$ cat src/rtl/obi_credit_bridge.sv
// OBI decoupling bridge: per-channel request/response FIFOs, credit-limited
// outstanding transactions, and a quiesce/idle handshake for safe clock gating.

package obi_credit_bridge_pkg;
    typedef struct packed {
        logic [31:0] addr;
        logic        we;
        logic [3:0]  be;
        logic [31:0] wdata;
    } obi_a_chan_t;

    typedef struct packed {
        logic [31:0] rdata;
        logic        err;
    } obi_r_chan_t;

    typedef struct packed {
        logic        req;
        obi_a_chan_t a;
    } obi_req_t;

    typedef struct packed {
        logic        gnt;
        logic        rvalid;
        obi_r_chan_t r;
    } obi_rsp_t;
endpackage

module obi_credit_bridge_fifo #(
    parameter int unsigned Depth  = 2,
    parameter type         data_t = logic
) (
    input  logic  clk_i,
    input  logic  rst_ni,
    input  logic  push_i,
    input  data_t data_i,
    input  logic  pop_i,
    output data_t head_o,
    output logic  full_o,
    output logic  empty_o
);
    localparam int unsigned PtrW = (Depth > 1) ? $clog2(Depth) : 1;
    localparam int unsigned CntW = $clog2(Depth + 1);

    data_t           mem_q [Depth];
    data_t           mem_d [Depth];
    logic [PtrW-1:0] wr_ptr_q, wr_ptr_d, rd_ptr_q, rd_ptr_d;
    logic [CntW-1:0] cnt_q, cnt_d;

    // Explicit wrap so non-power-of-2 depths work.
    function automatic logic [PtrW-1:0] ptr_inc(input logic [PtrW-1:0] p);
        return (p == PtrW'(Depth - 1)) ? '0 : p + PtrW'(1);
    endfunction

    always_comb begin
        full_o   = (cnt_q == CntW'(Depth));
        empty_o  = (cnt_q == '0);
        head_o   = mem_q[rd_ptr_q];
        mem_d    = mem_q;
        wr_ptr_d = wr_ptr_q;
        rd_ptr_d = rd_ptr_q;
        cnt_d    = cnt_q;
        if (push_i) begin
            mem_d[wr_ptr_q] = data_i;
            wr_ptr_d        = ptr_inc(wr_ptr_q);
        end
        if (pop_i) begin
            rd_ptr_d = ptr_inc(rd_ptr_q);
        end
        if (push_i && !pop_i) begin
            cnt_d = cnt_q + CntW'(1);
        end else if (!push_i && pop_i) begin
            cnt_d = cnt_q - CntW'(1);
        end
    end

    always_ff @(posedge clk_i) begin
        if (!rst_ni) begin
            mem_q    <= '{default: '0};
            wr_ptr_q <= '0;
            rd_ptr_q <= '0;
            cnt_q    <= '0;
        end else begin
            mem_q    <= mem_d;
            wr_ptr_q <= wr_ptr_d;
            rd_ptr_q <= rd_ptr_d;
            cnt_q    <= cnt_d;
        end
    end
endmodule

module obi_credit_bridge_chan #(
    parameter int unsigned ReqDepth       = 2,
    parameter int unsigned MaxOutstanding = 4,
    parameter type         obi_req_t      = obi_credit_bridge_pkg::obi_req_t,
    parameter type         obi_rsp_t      = obi_credit_bridge_pkg::obi_rsp_t,
    parameter type         obi_a_chan_t   = obi_credit_bridge_pkg::obi_a_chan_t,
    parameter type         obi_r_chan_t   = obi_credit_bridge_pkg::obi_r_chan_t,
    parameter int unsigned CntW           = $clog2(MaxOutstanding + 1)
) (
    input  logic            clk_i,
    input  logic            rst_ni,
    input  obi_req_t        sbr_req_i,
    output obi_rsp_t        sbr_rsp_o,
    input  logic            sbr_rready_i,
    output obi_req_t        mgr_req_o,
    input  obi_rsp_t        mgr_rsp_i,
    input  logic            quiesce_i,
    output logic [CntW-1:0] outstanding_o,
    output logic            idle_o
);
    logic            gnt;
    logic            req_push, req_pop, req_full, req_empty;
    logic            rsp_push, rsp_pop, rsp_full, rsp_empty;
    obi_a_chan_t     req_head;
    obi_r_chan_t     rsp_head;
    logic [CntW-1:0] outstanding_q, outstanding_d;
    logic [CntW-1:0] inflight_q, inflight_d;

    obi_credit_bridge_fifo #(.Depth(ReqDepth), .data_t(obi_a_chan_t)) u_req_fifo (
        .clk_i  (clk_i),
        .rst_ni (rst_ni),
        .push_i (req_push),
        .data_i (sbr_req_i.a),
        .pop_i  (req_pop),
        .head_o (req_head),
        .full_o (req_full),
        .empty_o(req_empty)
    );

    obi_credit_bridge_fifo #(.Depth(MaxOutstanding), .data_t(obi_r_chan_t)) u_rsp_fifo (
        .clk_i  (clk_i),
        .rst_ni (rst_ni),
        .push_i (rsp_push),
        .data_i (mgr_rsp_i.r),
        .pop_i  (rsp_pop),
        .head_o (rsp_head),
        .full_o (rsp_full),
        .empty_o(rsp_empty)
    );

    always_comb begin
        // Grant only from registered state, so a full FIFO never accepts.
        gnt      = !quiesce_i && !req_full && (outstanding_q < CntW'(MaxOutstanding));
        req_push = sbr_req_i.req && gnt;
        req_pop  = !req_empty && mgr_rsp_i.gnt;
        rsp_push = mgr_rsp_i.rvalid;
        rsp_pop  = !rsp_empty && sbr_rready_i;

        outstanding_d = outstanding_q;
        if (req_push && !rsp_pop) begin
            outstanding_d = outstanding_q + CntW'(1);
        end else if (!req_push && rsp_pop) begin
            outstanding_d = outstanding_q - CntW'(1);
        end

        inflight_d = inflight_q;
        if (req_pop && !rsp_push) begin
            inflight_d = inflight_q + CntW'(1);
        end else if (!req_pop && rsp_push) begin
            inflight_d = inflight_q - CntW'(1);
        end

        sbr_rsp_o        = '0;
        sbr_rsp_o.gnt    = gnt;
        sbr_rsp_o.rvalid = !rsp_empty;
        sbr_rsp_o.r      = rsp_head;
        mgr_req_o        = '0;
        mgr_req_o.req    = !req_empty;
        mgr_req_o.a      = req_head;
        outstanding_o    = outstanding_q;
        idle_o           = quiesce_i && (outstanding_q == '0) && req_empty;
    end

    always_ff @(posedge clk_i) begin
        if (!rst_ni) begin
            outstanding_q <= '0;
            inflight_q    <= '0;
        end else begin
            outstanding_q <= outstanding_d;
            inflight_q    <= inflight_d;
        end
    end

    // Credits guarantee room in the response FIFO; a violation means a protocol error.
    always_ff @(posedge clk_i) begin
        if (rst_ni) begin
            assert (!(rsp_push && rsp_full));
            assert (!(mgr_rsp_i.rvalid && (inflight_q == '0)));
        end
    end
endmodule

module obi_credit_bridge #(
    parameter int unsigned NumChannels    = 2,
    parameter int unsigned ReqDepth       = 2,
    parameter int unsigned MaxOutstanding = 4,
    parameter type         obi_req_t      = obi_credit_bridge_pkg::obi_req_t,
    parameter type         obi_rsp_t      = obi_credit_bridge_pkg::obi_rsp_t,
    parameter type         obi_a_chan_t   = obi_credit_bridge_pkg::obi_a_chan_t,
    parameter type         obi_r_chan_t   = obi_credit_bridge_pkg::obi_r_chan_t,
    parameter int unsigned CntW           = $clog2(MaxOutstanding + 1)
) (
    input  logic                              clk_i,
    input  logic                              rst_ni,
    input  obi_req_t [NumChannels-1:0]        sbr_obi_req_i,
    output obi_rsp_t [NumChannels-1:0]        sbr_obi_rsp_o,
    input  logic     [NumChannels-1:0]        sbr_rready_i,
    output obi_req_t [NumChannels-1:0]        mgr_obi_req_o,
    input  obi_rsp_t [NumChannels-1:0]        mgr_obi_rsp_i,
    input  logic     [NumChannels-1:0]        quiesce_i,
    output logic     [NumChannels-1:0][CntW-1:0] outstanding_o,
    output logic     [NumChannels-1:0]        idle_o
);
    for (genvar c = 0; c < NumChannels; c++) begin : g_chan
        obi_credit_bridge_chan #(
            .ReqDepth      (ReqDepth),
            .MaxOutstanding(MaxOutstanding),
            .obi_req_t     (obi_req_t),
            .obi_rsp_t     (obi_rsp_t),
            .obi_a_chan_t  (obi_a_chan_t),
            .obi_r_chan_t  (obi_r_chan_t),
            .CntW          (CntW)
        ) u_chan (
            .clk_i        (clk_i),
            .rst_ni       (rst_ni),
            .sbr_req_i    (sbr_obi_req_i[c]),
            .sbr_rsp_o    (sbr_obi_rsp_o[c]),
            .sbr_rready_i (sbr_rready_i[c]),
            .mgr_req_o    (mgr_obi_req_o[c]),
            .mgr_rsp_i    (mgr_obi_rsp_i[c]),
            .quiesce_i    (quiesce_i[c]),
            .outstanding_o(outstanding_o[c]),
            .idle_o       (idle_o[c])
        );
    end
endmodule
$ cat config.mk
export PLATFORM = sky130hd
export DESIGN_NAME = obi_credit_bridge
export DESIGN_NICKNAME = d
export VERILOG_FILES = /design/src/rtl/obi_credit_bridge.sv
export SDC_FILE = /design/constraint.sdc
export NUM_CORES = 1
export LEC_CHECK = 0
export CORE_ASPECT_RATIO = 0.8
export CORE_MARGIN = 1.5
export CORE_UTILIZATION = 38
export CTS_CLUSTER_DIAMETER = 120
export DETAILED_ROUTE_END_ITERATION = 6
export PLACE_DENSITY = 0.7
export SYNTH_ARGS = -nofsm -noshare
export SYNTH_HDL_FRONTEND = slang
export SYNTH_SLANG_ARGS = --single-unit
$ cat constraint.sdc
create_clock -name clk_i -period 2 [get_ports clk_i]
set_input_delay 0.3 -clock clk_i [delete_from_list [all_inputs] [get_ports clk_i]]
set_output_delay 0.3 -clock clk_i [all_outputs]
set_load 0.01 [all_outputs]
==> impl_results.md, run 1 <==
- PwrDens: 1030 nW/um^2
- DRT iter0 DRCs: 1052
- DIE HEIGHT: 231 um
- Post-layout min period: 2.23 ns
- Net switching power: 10.1 mW
- Fin Setup TNS: -25.56 ns
- CTS tree: done
- Worst skew pair latency: 0.60 ns
- Total Wirelength: a little under 70000 um
- Slowest CP cell: mux4_2
- Cell count after placement: roughly 3800
- Clock skew: roughly 0.011 ns
- DR WL met2: between 30000 and 40000 um
- Cell Area, Synth: approximately 25000 sq um
- Final ANT Viol Nets: 0
- CP delay by family, top: multiplexers
- # port buffers: approximately 430
- Slowest stage delay, CP: 0.53 ns
- Synth top area cells: dfxtp_1 46%, nand2_1 15%, mux2i_1 11%
- DR top layer: met5
- Violated checks: negative setup slack
- Worst path bufs/invs: 3
- Post-DP HPWL: between 40000 and 50000 um
- Final setup margin: -0.232 ns
- Req. time, crit path: between 1.5 and 2 ns
- Drt drc: 0
- Share of the synthesized area in the top cell type: 0.461
- Root Buffer: clkbuf_16
- RSZ-0062 raised after global routing: yes
- Avg Inst Size Synth: between 9 and 10 sq um
- Worst EP arrival: around 1.9 ns
- Pre-Repair DR Iteration Count: 5
- Crit-path max FO: 6
- Unique masters post-synth: 35
- Share of layout cells above drive strength 1: 0.244
- Synth Warn #: 0
- Synth Net Count: around 2800
- Setup Viol. Count Final: 194
- Drt wl/cell: between 15 and 20 um
- Wl on met1: between 30000 and 40000 um
- Initial core utilization: 0.384
- Die W: approximately 290 um
- Reg power frac: 0.355
- Pin count of the biggest net entering global routing: 78
- I/O pin cnt: between 400 and 500
- Worst rel slew slack: 0.706
- Met3 WL: 4000 um
- Detailed-route via count: 19600
- Die ar.: about 66000 sq um
- Seq/Total Area, Yosys: 0.461
- Finished Layout Cells: around 4000
- Gr ovfl total: 0
- Maximum root-to-sink buffer count: 3
- Crit Path Category: flop to primary output
- Max Slew Vio Count: 0
- Cts bufs inserted: between 50 and 60
- Clk pwr share: 0.308
- Initial antenna violation count: 4
- Worst-path cell chain: buf_12 > buf_8 > mux4_2 > buf_6
- GPL Wtd Cong: between 0.7 and 0.8
- CTS clock-pin slew for the worst setup and hold paths: around 0.060 ns
- Hold Fails Final Rpt: 0
- Core footprint: 64200 sq um
- Critical Path Start Type: flop
- Internal power: approximately 26 mW
- Fin crit share: 1.12
- First-pass GRT wire length: ~110000 um
- Crit. End Element: primary output
- Nets: roughly 3400
- Area Overhead vs Synth: 41.6%
- Worst VDD drop: about 0.82 mV
- Net Sw Frac: 0.281
- Max Clock Freq: between 400 and 500 MHz
- P_leak: roughly 14 nW
- Vias in the first global route: 19800
- H-tree depth: 2
- Status: complete, but fails checks
- Cells after Synth: around 2600
- Synth Register Bits: 568
- Combinational power share: 0.337
- Num rows: 83
- Via/cell ratio: 4.86
- Largest area contributor in the netlist: dfxtp_1
- Worst Hold Class: input port to flop
- GRT Util Overall: 0.202
- Tightest Pin Transition: ~0.44 ns
- Max-cap viol count: 0
- Total power: ~36 mW
- Hold-fix buffers, CTS: 0
- Clock sinks: between 500 and 600
state kept, by name, indices dropped and copies added, names as in the netlist, 4 cells and up:
| name | cells |
|---|---|
| g_chan.u_chan.u_req_fifo.mem_q | 276 |
| g_chan.u_chan.u_rsp_fifo.mem_q | 264 |
| g_chan.u_chan.u_rsp_fifo.rd_ptr_q | 4 |
| g_chan.u_chan.outstanding_o | 6 |
| g_chan.u_chan.u_rsp_fifo.wr_ptr_q | 4 |
| g_chan.u_chan.u_rsp_fifo.cnt_q | 6 |
| g_chan.u_chan.u_req_fifo.cnt_q | 4 |
power by group through the flow:
stage	Sequential (mW)	Combinational (mW)	Clock [mW]
after floorplan	12.8	4.86	0
after global placement	13.0	8.68	0
after detailed placement	13.0	8.74	0
after CTS	12.7	11.7	11.3
after global routing	12.8	12.9	11.8
final	12.7	12.1	11.1
cell families (layout without fill, tap and decap cells):
family,after synthesis,after routing,synth area share
compound gates,289,289,0.0869
xor+xnor,14,14,0.00497
fa+ha+maj,20,20,0.0114
buf+inv,215,786,0.0376
flops,568,568,0.461
mux,487,487,0.238
other cells,0,3,0
simple gates,1013,1013,0.160
synth_stat cells, drive strengths merged:
cell / count
and2: 17
xnor2: 8
mux2i: 283
dfxtp: 568
mux2: 138
nor3: 1
clkbuf: 149
or3: 8
nand2b: 3
or2: 2
nor2: 6
and3: 1
nand2: 955
nor2b: 8
o31ai: 2
inv: 10
buf: 56
o21a: 1
o41ai: 1
a31o: 1
nand4: 2
nor3b: 1
or4b: 1
mux4: 66
xor2: 6
nor4: 4
o21ai: 12
fa: 4
a21boi: 272
ha: 16
nand3: 4
worst reg2reg max path, cell delays in order (launching register included):
cell and delay, ns:
dfxtp_4 0.36, o31ai_4 0.31, ha_2 0.25, inv_1 0.05, fa_2 0.34, xor2_1 0.18, or3_1 0.33, a21boi_2 0.11
area by class of cell:
class	count	area [sq um]
sequential	568	11400
clock buffer	86	1670
clock inverter	17	246
multi-input combinational	1823	13000
inverter	10	37.5
antenna	3	7.51
tap	850	1060
timing repair buffer	673	7490
fill	5539	29300
routing by layer:
| metal | vias to the layer above | track usage |
|---|---|---|
| met2 | 398 | 0.326 |
| met4 | 4 | 0.0546 |
| met3 | 105 | 0.0423 |
| met5 | - | 0 |
| li1 | 9759 | - |
| met1 | 9333 | 0.272 |
worst paths after layout:
kind | start | end | slack [ns] | cells after the start
worst max-delay path | g_chan[0].u_chan.u_rsp_fifo.rd_ptr_q[0] | sbr_obi_rsp_o[31] | -0.23 | 4
worst min-delay path | rst_ni | g_chan[1].u_chan.u_req_fifo.mem_q[6] | 0.06 | 3
worst max register to register | g_chan[1].u_chan.u_rsp_fifo.cnt_q[1] | g_chan[1].u_chan.u_rsp_fifo.cnt_q[2] | 0.01 | 7
worst min register to register | g_chan[0].u_chan.u_req_fifo.mem_q[96] | g_chan[0].u_chan.u_req_fifo.mem_q[96] | 0.46 | 2
what timing repair did:
item | CTS | global route
endpoints found under the hold margin | 0 | 0
gates resized for setup | 1189 | 191
pin swaps | 9 | 12
buffers inserted | 83 | 33
gates cloned | 12 | 1
endpoints found under the setup margin | 216 | 209
through the flow:
stage | setup slack (ns) | instance area, sq um | hold WS (ns) | utilization
after global placement | -0.461 | 30800 | 0.439 | 0.480
after detailed placement | -0.482 | 30800 | 0.446 | 0.480
after global routing | -0.299 | 34900 | 0.0351 | 0.544
final | -0.232 | 34900 | 0.0556 | 0.544
after CTS | -0.332 | 34400 | 0.0138 | 0.536
after floorplan | 0.0107 | 24700 | 0.431 | -
cell usage in the layout (no fill, tap or decap), types with 3 or more instances in the layout:
master             n
xnor2_1            8
clkbuf_16         58
mux2_4           135
clkbuf_1          16
buf_12            69
clkinvlp_4         3
buf_2             21
a21boi_1           4
clkbuf_2           7
buf_6            243
a21boi_0         267
dfxtp_1          557
and2_1            17
clkinv_2           7
nand2_1          955
dfxtp_2            4
clkbuf_8          13
ha_1              12
ha_2               4
fa_2               4
dfxtp_4            7
buf_4             90
mux4_2            66
clkdlybuf4s50_1  219
xor2_1             5
diode_2            3
mux2_2             3
nor2_1             6
or3_1              8
bufinv_16          6
inv_1              9
nand3_1            4
dlygate4sd2_1      5
o21ai_0           12
buf_8             16
mux2i_1          283
nor2b_1            7
(Power assumes the default switching activity.)
==> inputs of run 2 (changes only) <==
CORE_UTILIZATION = 40   (was 38)
PLACE_DENSITY = 0.73   (was 0.7)
==> impl_results.md, run 2 (synthesis gave the netlist of run 1 again) <==
- Root Buffer: clkbuf_16
- Worst Hold Depth: 2
- First-pass GRT wire length: 108000 um
- CTS tree: done
- Vias in the first global route: about 20000
- Worst path bufs/invs: 4
- Critical Path Start Type: flop
- Largest Register: g_chan.u_chan.u_req_fifo.mem_q
- Violated checks: negative setup slack
- Multi-input gate area: about 13000 sq um
- Num rows: 81
- Pre-Repair DR Iteration Count: 7
- Setup Viol. Count Final: about 200
- Crit Path Category: flop to primary output
- Drt drc: 0
- Crit-path max FO: 5
- Clock sinks: 568
- # port buffers: 433
- Cell count after placement: 3790
- Hold-fix buffers, CTS: 0
- Critical Path Most Common Cell: buf_6
- Post-Place Cell Area: ~30000 sq um
- Share of layout cells above drive strength 1: 0.250
- Fin crit share: 1.15
- CP delay by family, top: multiplexers
- P_leak: 14.6 nW
- Finished Layout Cells: around 4000
- Setup WS pre-CTS: -0.515 ns
- RR Startpoint: g_chan[0].u_chan.u_req_fifo.cnt_q[1]
- Seq. cell area: around 11000 sq um
- Post-DP HPWL: 43300 um
- Largest register FFs: approximately 280
- Hold Fails Final Rpt: 0
- Slowest stage delay, CP: between 0.5 and 0.6 ns
- Hold_sp: rst_ni
- PwrDens: 1050 nW/um^2
- Worst EP arrival: approximately 2.0 ns
- GPL Wtd Cong: ~0.8
- Commonest non-fill, non-tap cell in the layout: nand2_1
- Final ANT Viol Nets: 0
- Tightest Pin Transition: approximately 0.44 ns
- Worst skew pair latency: around 0.6 ns
- DIE HEIGHT: between 200 and 250 um
- Initial antenna violation count: 5
- Critical Path Start: g_chan[1].u_chan.u_rsp_fifo.rd_ptr_q[0]
- Final setup margin: -0.307 ns
- Initial core utilization: 0.404
- Worst rel slew slack: 0.704
- DRT iter0 DRCs: between 1000 and 1500
- Worst Hold Class: input port to flop
- Worst-path cell chain: buf_12 > buf_16 > buf_6 > mux4_2 > buf_6
- Fin area: 35100 sq um
- CTS clock-pin slew for the worst setup and hold paths: roughly 0.060 ns
- Gr ovfl total: 0
- Post-layout min period: 2.31 ns
- Area Overhead vs Synth: 42.3%
- Via/cell ratio: roughly 5
- Maximum root-to-sink buffer count: 3
- Clock skew: ~0.016 ns
- Total power: approximately 37 mW
- I/O pin cnt: around 430
- Core footprint: between 60000 and 70000 sq um
- Die ar.: about 63000 sq um
- H-tree depth: 2
- Max-cap viol count: 0
- Crit. End Element: primary output
- Pin count of the biggest net entering global routing: 75
- RSZ-0062 raised after global routing: yes
- Slowest CP cell: mux4_2
- Commonest non-fill, non-tap cells in the layout: 955 x nand2_1, 556 x dfxtp_1, 283 x mux2i_1
- Max Clock Freq: 433 MHz
- Cts bufs inserted: 57
- GRT Util Overall: 0.212
- Hold WS: 0.153 ns
- Max Slew Vio Count: 0
- Nets: 3383
- Total Wirelength: between 70000 and 80000 um
- Req. time, crit path: about 1.7 ns
- Worst VDD drop: between 0.8 and 0.9 mV
- Status: complete, but fails checks
- Detailed-route via count: around 20000
- Critical path depth in cells: 5
- Drt wl/cell: 17.4 um
- R2R cell count: 8
- Top Registers: g_chan.u_chan.u_req_fifo.mem_q: 276 flops, g_chan.u_chan.u_rsp_fifo.mem_q: 264 flops
- Layout fillers: between 5000 and 6000
- Die W: approximately 280 um
run 2: cell types whose count changed in the layout (fill, tap and decap cells not counted), sizes merged:
cell / change
buf: +10
bufinv: +5
clkbuf: -5
inv: +3
clkinvlp: +2
diode: -2
dlygate4sd2: -2
dlymetal6s2s: +1
run 2: cell type report:
class                           instances  area share
Antenna cell                            1   0.0000713
Timing Repair Buffer                  687       0.216
Clock inverter                         27      0.0125
Sequential cell                       568       0.325
Tap cell                              830      0.0296
Multi-Input combinational cell       1823       0.369
Inverter                               10     0.00107
Clock buffer                           76      0.0465
run 2: routing by layer:
| layer | global-route usage | wire (um) |
|---|---|---|
| met4 | 0.0684 | 1800 |
| met3 | 0.0505 | 4310 |
| met5 | 0 | 59 |
| met1 | 0.277 | 31200 |
| met2 | 0.345 | 32800 |
run 2: through the flow:
| stage | utilization | TNS [ns] |
|---|---|---|
| finish | 0.575 | -25.68 |
| global route | 0.575 | -38.22 |
| CTS | 0.561 | -41.16 |
| detailed placement | 0.504 | -6.04 |
| global placement | 0.504 | -4.45 |
| floorplan | - | 0 |
run 2: repair_timing:
item,CTS,global route
endpoints found under the setup margin,215,214
gates cloned,11,2
pin swaps,11,7
gates resized for setup,1048,290
buffers inserted,90,47
run 2: power breakdown:
part | internal [mW] | switching, mW | total (mW)
Sequential | 12.2 | 0.597 | 12.8
Clock | 7.14 | 4.64 | 11.8
Combinational | 7.31 | 5.02 | 12.3
run 2: worst paths after layout:
kind / end / slack, ns
worst max-delay path: sbr_obi_rsp_o[67] / -0.31
worst min register to register: g_chan[1].u_chan.u_req_fifo.mem_q[55] / 0.46
worst min-delay path: g_chan[1].u_chan.u_rsp_fifo.mem_q[78] / 0.15
worst max register to register: g_chan[0].u_chan.outstanding_o[2] / -0.02
